`src/rtl/vga_timing_gen.sv`:
```
// VGA/SVGA timing generator: free-running H/V counters
// with registered sync, data-enable, coordinates and strobes.
module vga_timing_gen #(
  parameter int unsigned H_ACTIVE = 1024,
  parameter int unsigned H_FP     = 24,
  parameter int unsigned H_SYNC   = 136,
  parameter int unsigned H_BP     = 160,
  parameter int unsigned V_ACTIVE = 768,
  parameter int unsigned V_FP     = 3,
  parameter int unsigned V_SYNC   = 6,
  parameter int unsigned V_BP     = 29,
  parameter bit          H_POL    = 1'b0,
  parameter bit          V_POL    = 1'b0,
  parameter int unsigned CW       = 11
) (
  input  logic          clk_vga,
  input  logic          rst,
  input  logic          ce,
  output logic          hs,
  output logic          vs,
  output logic          de,
  output logic [CW-1:0] hc_visible,
  output logic [CW-1:0] vc_visible,
  output logic          line_start,
  output logic          frame_start
);

  localparam int unsigned H_TOTAL = H_SYNC + H_BP + H_ACTIVE + H_FP;
  localparam int unsigned V_TOTAL = V_SYNC + V_BP + V_ACTIVE + V_FP;

  localparam logic [CW-1:0] H_LAST = CW'(H_TOTAL - 1);
  localparam logic [CW-1:0] V_LAST = CW'(V_TOTAL - 1);
  localparam logic [CW-1:0] H_SY   = CW'(H_SYNC);
  localparam logic [CW-1:0] V_SY   = CW'(V_SYNC);
  localparam logic [CW-1:0] H_A0   = CW'(H_SYNC + H_BP);
  localparam logic [CW-1:0] V_A0   = CW'(V_SYNC + V_BP);
  // Last active position; avoids needing CW to hold H_TOTAL when FP=0.
  localparam logic [CW-1:0] H_A1   = CW'(H_SYNC + H_BP + H_ACTIVE - 1);
  localparam logic [CW-1:0] V_A1   = CW'(V_SYNC + V_BP + V_ACTIVE - 1);

  logic [CW-1:0] r_hc;
  logic [CW-1:0] r_vc;
  logic          r_hs;
  logic          r_vs;
  logic          r_de;
  logic [CW-1:0] r_hx;
  logic [CW-1:0] r_vy;
  logic          r_ls;
  logic          r_fs;

  logic          w_hs;
  logic          w_vs;
  logic          w_h_act;
  logic          w_v_act;
  logic          w_de;
  logic [CW-1:0] w_hx;
  logic [CW-1:0] w_vy;
  logic          w_h_wrap;
  logic          w_v_wrap;

  // Decode of the current (pre-increment) counter position.
  always_comb begin
    w_hs     = (r_hc < H_SY) ? H_POL : ~H_POL;
    w_vs     = (r_vc < V_SY) ? V_POL : ~V_POL;
    w_h_act  = (r_hc >= H_A0) && (r_hc <= H_A1);
    w_v_act  = (r_vc >= V_A0) && (r_vc <= V_A1);
    w_de     = w_h_act && w_v_act;
    w_hx     = w_de ? (r_hc - H_A0) : '0;
    w_vy     = w_de ? (r_vc - V_A0) : '0;
    w_h_wrap = (r_hc == H_LAST);
    w_v_wrap = (r_vc == V_LAST);
  end

  // Counters advance and outputs load the decode on each enabled edge.
  always_ff @(posedge clk_vga) begin
    if (rst) begin
      r_hc <= '0;
      r_vc <= '0;
      r_hs <= ~H_POL;
      r_vs <= ~V_POL;
      r_de <= 1'b0;
      r_hx <= '0;
      r_vy <= '0;
      r_ls <= 1'b0;
      r_fs <= 1'b0;
    end else if (ce) begin
      r_hs <= w_hs;
      r_vs <= w_vs;
      r_de <= w_de;
      r_hx <= w_hx;
      r_vy <= w_vy;
      r_ls <= (r_hc == '0);
      r_fs <= (r_hc == '0) && (r_vc == '0);
      if (w_h_wrap) begin
        r_hc <= '0;
        r_vc <= w_v_wrap ? '0 : r_vc + 1'b1;
      end else begin
        r_hc <= r_hc + 1'b1;
      end
    end else begin
      r_ls <= 1'b0;
      r_fs <= 1'b0;
    end
  end

  assign hs          = r_hs;
  assign vs          = r_vs;
  assign de          = r_de;
  assign hc_visible  = r_hx;
  assign vc_visible  = r_vy;
  assign line_start  = r_ls;
  assign frame_start = r_fs;

endmodule

```
`config.mk`:
```
export PLATFORM = sky130hd
export DESIGN_NAME = vga_timing_gen
export DESIGN_NICKNAME = d
export VERILOG_FILES = /design/src/rtl/vga_timing_gen.sv
export SDC_FILE = /design/constraint.sdc
export NUM_CORES = 1
export LEC_CHECK = 0
export ABC_CLOCK_PERIOD_IN_PS = 2820
export BUFFER_PORTS_ARGS = -buffer_cell sky130_fd_sc_hd__buf_2
export CORE_ASPECT_RATIO = 0.5
export CORE_MARGIN = 2
export CORE_UTILIZATION = 50
export CTS_BUF_LIST = sky130_fd_sc_hd__clkbuf_8 sky130_fd_sc_hd__clkbuf_16
export DETAILED_ROUTE_END_ITERATION = 8
export PLACE_DENSITY = 0.7
export SLEW_MARGIN = 20
export SYNTH_ARGS = -nofsm -noshare
export SYNTH_HDL_FRONTEND = slang
export SYNTH_SLANG_ARGS = --single-unit
```
`constraint.sdc`:
```
create_clock -name clk_vga -period 2.82 [get_ports clk_vga]
set_input_delay 0.564 -clock clk_vga [delete_from_list [all_inputs] [get_ports clk_vga]]
set_output_delay 0.564 -clock clk_vga [all_outputs]
set_load 0.03 [all_outputs]
```
# Word level (Yosys, flattened, before mapping)
# Index checks and enable logic that the tools add are counted.
[op_classes] n_addsub=4 multipliers=0 div=0 order_cmp=6 eq_ne=2 shift=0 muxes=6 bitwise_logic=1 reduce_logical=8
[ops] op="2-to-1 mux 11 bit" n=4
[ops] op="adder 11 x 1 -> 11 bit, second input constant" n=2
[ops] op="logical NOT 11 bit" n=2
[ops] op="equality test 11 x 10 -> 1 bit, second input constant" n=1
[ops] op="equality test 11 bit, second input constant" n=1
[ops] op="greater-or-equal comparator 11 x 6 -> 1 bit, second input constant" n=1
[ops] op="greater-or-equal comparator 11 x 9 -> 1 bit, second input constant" n=1
[ops] op="less-or-equal comparator 11 x 10 -> 1 bit, second input constant" n=1
[ops] op="less-or-equal comparator 11 bit, second input constant" n=1
[ops] op="< comparator 11 x 3 -> 1 bit, second input constant" n=1
[ops] op="< comparator 11 x 8 -> 1 bit, second input constant" n=1
[ops] op="subtractor 11 x 6 -> 11 bit, second input constant" n=1
[ops] op="subtractor 11 x 9 -> 11 bit, second input constant" n=1
[ops] op="logical AND 1 bit" n=4
[ops] op="2-to-1 mux 1 bit" n=2
[ops] op="AND reduction 2 bit" n=1
[ops] op="OR reduction 2 bit" n=1
[ops] op="NOT 1 bit" n=1
[word_totals] ff_bits=49 latch_bits=0 ramBits=0 rom_bits=0 inputBits=3 out_inout_bits=27 wordCells=36 n_memories=0

# Longest topological paths before layout
[logic_depth] depth_word=4 ltp_mapped=8 ltp_nobuf=7

# Worst setup path after synthesis
# OpenSTA, ideal clock, no wires.
[synth_timing] path_kind="reg2reg" start="register r_hc[0]" end="register r_vc[10]" setup_time_ps=119 arrival_ps=1867 required_ps=2701 path_slack_ps=834 path_stages_with_launch=8 path_buffers=1 period_less_slack_ps=1986 path_cell_list="dfxtp_1 > ha_1 > nand4_2 > or4_4 > buf_6 > nor4_4 > xnor2_1 > nor2_2"
[synth_between] elab_chain_cells=2
[synth_rtl] item="start, declared" line="41" source="logic [CW-1:0] r_hc;"
[synth_rtl] item="start signal, assigned" line="98" source="r_hc <= r_hc + 1'b1;"
[synth_rtl] item="equality test 11 bit" line="70" source="w_h_wrap = (r_hc == H_LAST);"
[synth_rtl] item="AND reduction 2 bit (no line)"
[synth_rtl] item="end signal, assigned" line="96" source="r_vc <= w_v_wrap ? '0 : r_vc + 1'b1;"
[synth_rtl] item="end, declared" line="42" source="logic [CW-1:0] r_vc;"
# Every way passes these cells.
# A chain may end at the register's enable or synchronous reset.

# Final worst setup path
[layout_timing] start="register r_vc[3]" end="register r_hx[7] (netlist: hc_visible[7])"
[layout_between] elab_chain_cells=4 elab_cells_between_ends=5 classes_between="order compare (2); mux (1); reduce/logical (2)"
[layout_rtl] item="greater-or-equal comparator 11 x 6 -> 1 bit / less-or-equal comparator 11 x 10 -> 1 bit (equally long branches)" line="66" source="w_v_act = (r_vc >= V_A0) && (r_vc <= V_A1);"
[layout_rtl] item="logical AND 1 bit *" line="66"
[layout_rtl] item="logical AND 1 bit *" line="67" source="w_de = w_h_act && w_v_act;"
[layout_rtl] item="2-to-1 mux 11 bit *" line="68" source="w_hx = w_de ? (r_hc - H_A0) : '0;"
[layout_rtl] item="end signal, assigned" line="90" source="r_hx <= w_hx;"
[layout_rtl] item="end, declared" line="46" source="logic [CW-1:0] r_hx;"
# Every way passes the cells marked *; elsewhere a longest branch is shown, timed or not.

==> impl_metrics.json <==
{
  "worst-setup-path-type": "register to register",
  "dpl.hpwl_mm": 3.534,
  "placed_cells": 365,
  "vdd_drop_max_mv": 0.2581,
  "synth_cell_types": 47,
  "synth_commonest_cells": "dfxtp_1 (49), nand2_1 (40), o21ai_0 (26)",
  "die_y_um": 52.98,
  "cts_tree": "built",
  "place_congestion": 0.8231,
  "initialDrtViolationCount": 65,
  "endpoint_kind": "register",
  "hold_violations": 0,
  "crit_top_cell": "o21ai_0",
  "drc": 0,
  "hold_buffers": 0,
  "ys_ff_latch": 49,
  "synth_area_leader_cell": "dfxtp_1",
  "tns_ns": 0,
  "pin_count": 30,
  "grt_pass1_wl_mm": 8.521,
  "placed_cell_area_um2": 2571,
  "syn_nets": 297,
  "post-route-period-util": 0.7479,
  "dr_total_vias": 1953,
  "async_reset_ff_frac": 0,
  "yosys_warnings": 0,
  "chipWidth_um": 102.0,
  "finalWirelength_mm": 4.914,
  "crit_fanout": 23,
  "rsz0062_at_grt": "false",
  "grt_pass1_vias": 1875,
  "via_per_inst": 5.250,
  "area.growth.synth_to_final_pct": 10.80,
  "cts_setup_buffers": 0,
  "post-route-min-period_ns": 2.109,
  "design_area_um2": 2658,
  "arrival_ns": 2.34,
  "die_area_um2": 5401,
  "max_slew_margin": 0.5407,
  "postRouteAntennaNets": 0,
  "numCtsBuffers": 5,
  "rows": 17,
  "final_max_slew_viol_count": 0,
  "start_kind": "register",
  "cts_sinks": 49,
  "cp_slowest_cell": "a2111oi_0",
  "path_clk_slew_ns": 0.09,
  "clock.fmax_ghz": 0.4742,
  "netlist_instances": 285,
  "netlist_area_um2": 2399,
  "dr.pass1.iters": 4,
  "max_cap_violations": 0,
  "grt_use_total": 0.2054,
  "synth_edf_count": 0,
  "crit_path_max_incr_delay_ns": 0.64,
  "synth_top_area_frac": 0.4090,
  "post_drt_wl_per_cell_um": 13.21,
  "yosysSeqAreaShare": 0.4090,
  "gr-total-overflow": 0,
  "finalSetupViolations": 0,
  "yosysMostFrequentCell": "dfxtp_1",
  "p_leak_nw": 1.087,
  "core_um2": 4509,
  "synth.area.top_cells": "dfxtp_1 (41%), xnor2_1 (8.0%), nand2_1 (6.3%)",
  "crit_family": "compound AO/OA/AOI/OAI gates",
  "skew_ns": 0.005974,
  "path_cells": "a2111oi_0, o21ai_0, a32oi_1, nand3_1, buf_4, o21ai_0",
  "grt_max_degree": 24,
  "io_buffer_count": 29,
  "num_antenna_cells": 0,
  "powerDensity_nw_per_um2": 443.8,
  "status": "finished clean",
  "clock_latency_ns": 0.31,
  "hp-class": "register to register",
  "cts.repair.resized": 0,
  "cp.required_ns": 3.05,
  "crit_buf_inv": 1,
  "synthFlopType": "dfxtp_1",
  "fin_nets": 318,
  "start_util": 0.5319,
  "htree_levels": 2,
  "syn_avg_cell_area_um2": 8.416,
  "fin_cells": 372,
  "drive_above_1_share": 0.1569,
  "cts_buffer_depth": 2,
  "tightest_slew_ns": 0.6715,
  "clockRootBuffer": "clkbuf_8",
  "antenna_found_initial": 0
}
## report_power, final
part / internal [mW] / leakage, nW / switching [mW]
Sequential: 0.698 / 0.396 / 0.00541
Combinational: 0.0188 / 0.642 / 0.0353
Clock: 0.191 / 0.0485 / 0.230
## path summary, 6_finish.rpt
check                                    from             to  slack [ns]  depth (start not counted)
worst max-delay path                  r_vc[3]  hc_visible[7]        0.71                          6
worst min-delay path            hc_visible[8]  hc_visible[8]        0.45                          2
worst max register to register        r_vc[3]  hc_visible[7]        0.71                          6
worst min register to register  hc_visible[8]  hc_visible[8]        0.45                          2
## through the flow
stage / power, mW / utilization / hold slack (ns) / setup WS, ns
2_1_floorplan: 0.7579 / - / 0.5039 / 0.8340
3_3_place_gp: 0.7730 / 0.5702 / 0.4277 / 0.6078
3_5_place_dp: 0.7743 / 0.5702 / 0.4342 / 0.5580
4_1_cts: 1.187 / 0.5893 / 0.4471 / 0.7088
5_1_grt: 1.214 / 0.5893 / 0.4859 / 0.5039
6_report: 1.179 / 0.5893 / 0.4460 / 0.7110
## worst reg2reg max path: stages, from the launching register on
cell and delay, ns:
dfxtp_1 0.42, a2111oi_0 0.64, o21ai_0 0.22, a32oi_1 0.24
nand3_1 0.10, buf_4 0.21, o21ai_0 0.20
## per-layer routing
metal | wire [um] | track usage | vias to the layer above
met4 | 68 | 0.08000 | 0
met1 | 2464 | 0.2587 | 909
met2 | 2189 | 0.3465 | 34
li1 | - | - | 1001
met5 | 0 | 0 | -
met3 | 192 | 0.04756 | 9
## sequential cells by signal, summed over array words and instances, names as in the netlist
| signal | cells |
|---|---|
| hc_visible | 11 |
| r_hc | 11 |
| r_vc | 11 |
| vc_visible | 11 |
| de | 1 |
| frame_start | 1 |
| hs | 1 |
| line_start | 1 |
| vs | 1 |
## cells by family (layout without fill, tap and decap cells)
group / Yosys count / count (layout) / synth area share
muxes: 2 / 2 / 0.008868
xor gates and xnor gates: 30 / 30 / 0.1095
DFF: 49 / 49 / 0.4090
buffers and inverters: 31 / 52 / 0.05582
AOI/OAI and AO/OA: 46 / 46 / 0.1080
and+or+nand+nor: 118 / 118 / 0.2619
adders and majority gates: 9 / 9 / 0.04695
## layout make-up
cell class                      count  area, um^2
Multi-Input combinational cell    205        1284
Clock inverter                      1       3.754
Timing Repair Buffer               34       182.7
Sequential cell                    49       980.9
Inverter                           11       41.29
Tap cell                           66       82.58
Fill cell                         436        1852
Clock buffer                        6       82.58
## cells in the final DEF, fill, tap and decap left out, drive strengths merged, types with 2 or more instances in the layout
cell type,n
o31ai,2
nor2,26
xor2,8
nand3,7
buf,34
inv,12
a21o,2
nand2b,5
and2,2
a31oi,2
nor3b,2
and3,3
nor4,3
nand2,40
ha,9
nor4b,4
clkbuf,6
nand4,4
xnor2,22
or4,2
nor3,9
and4,3
o21ai,27
a21oi,8
dfxtp,49
(Power assumes the default switching activity.)
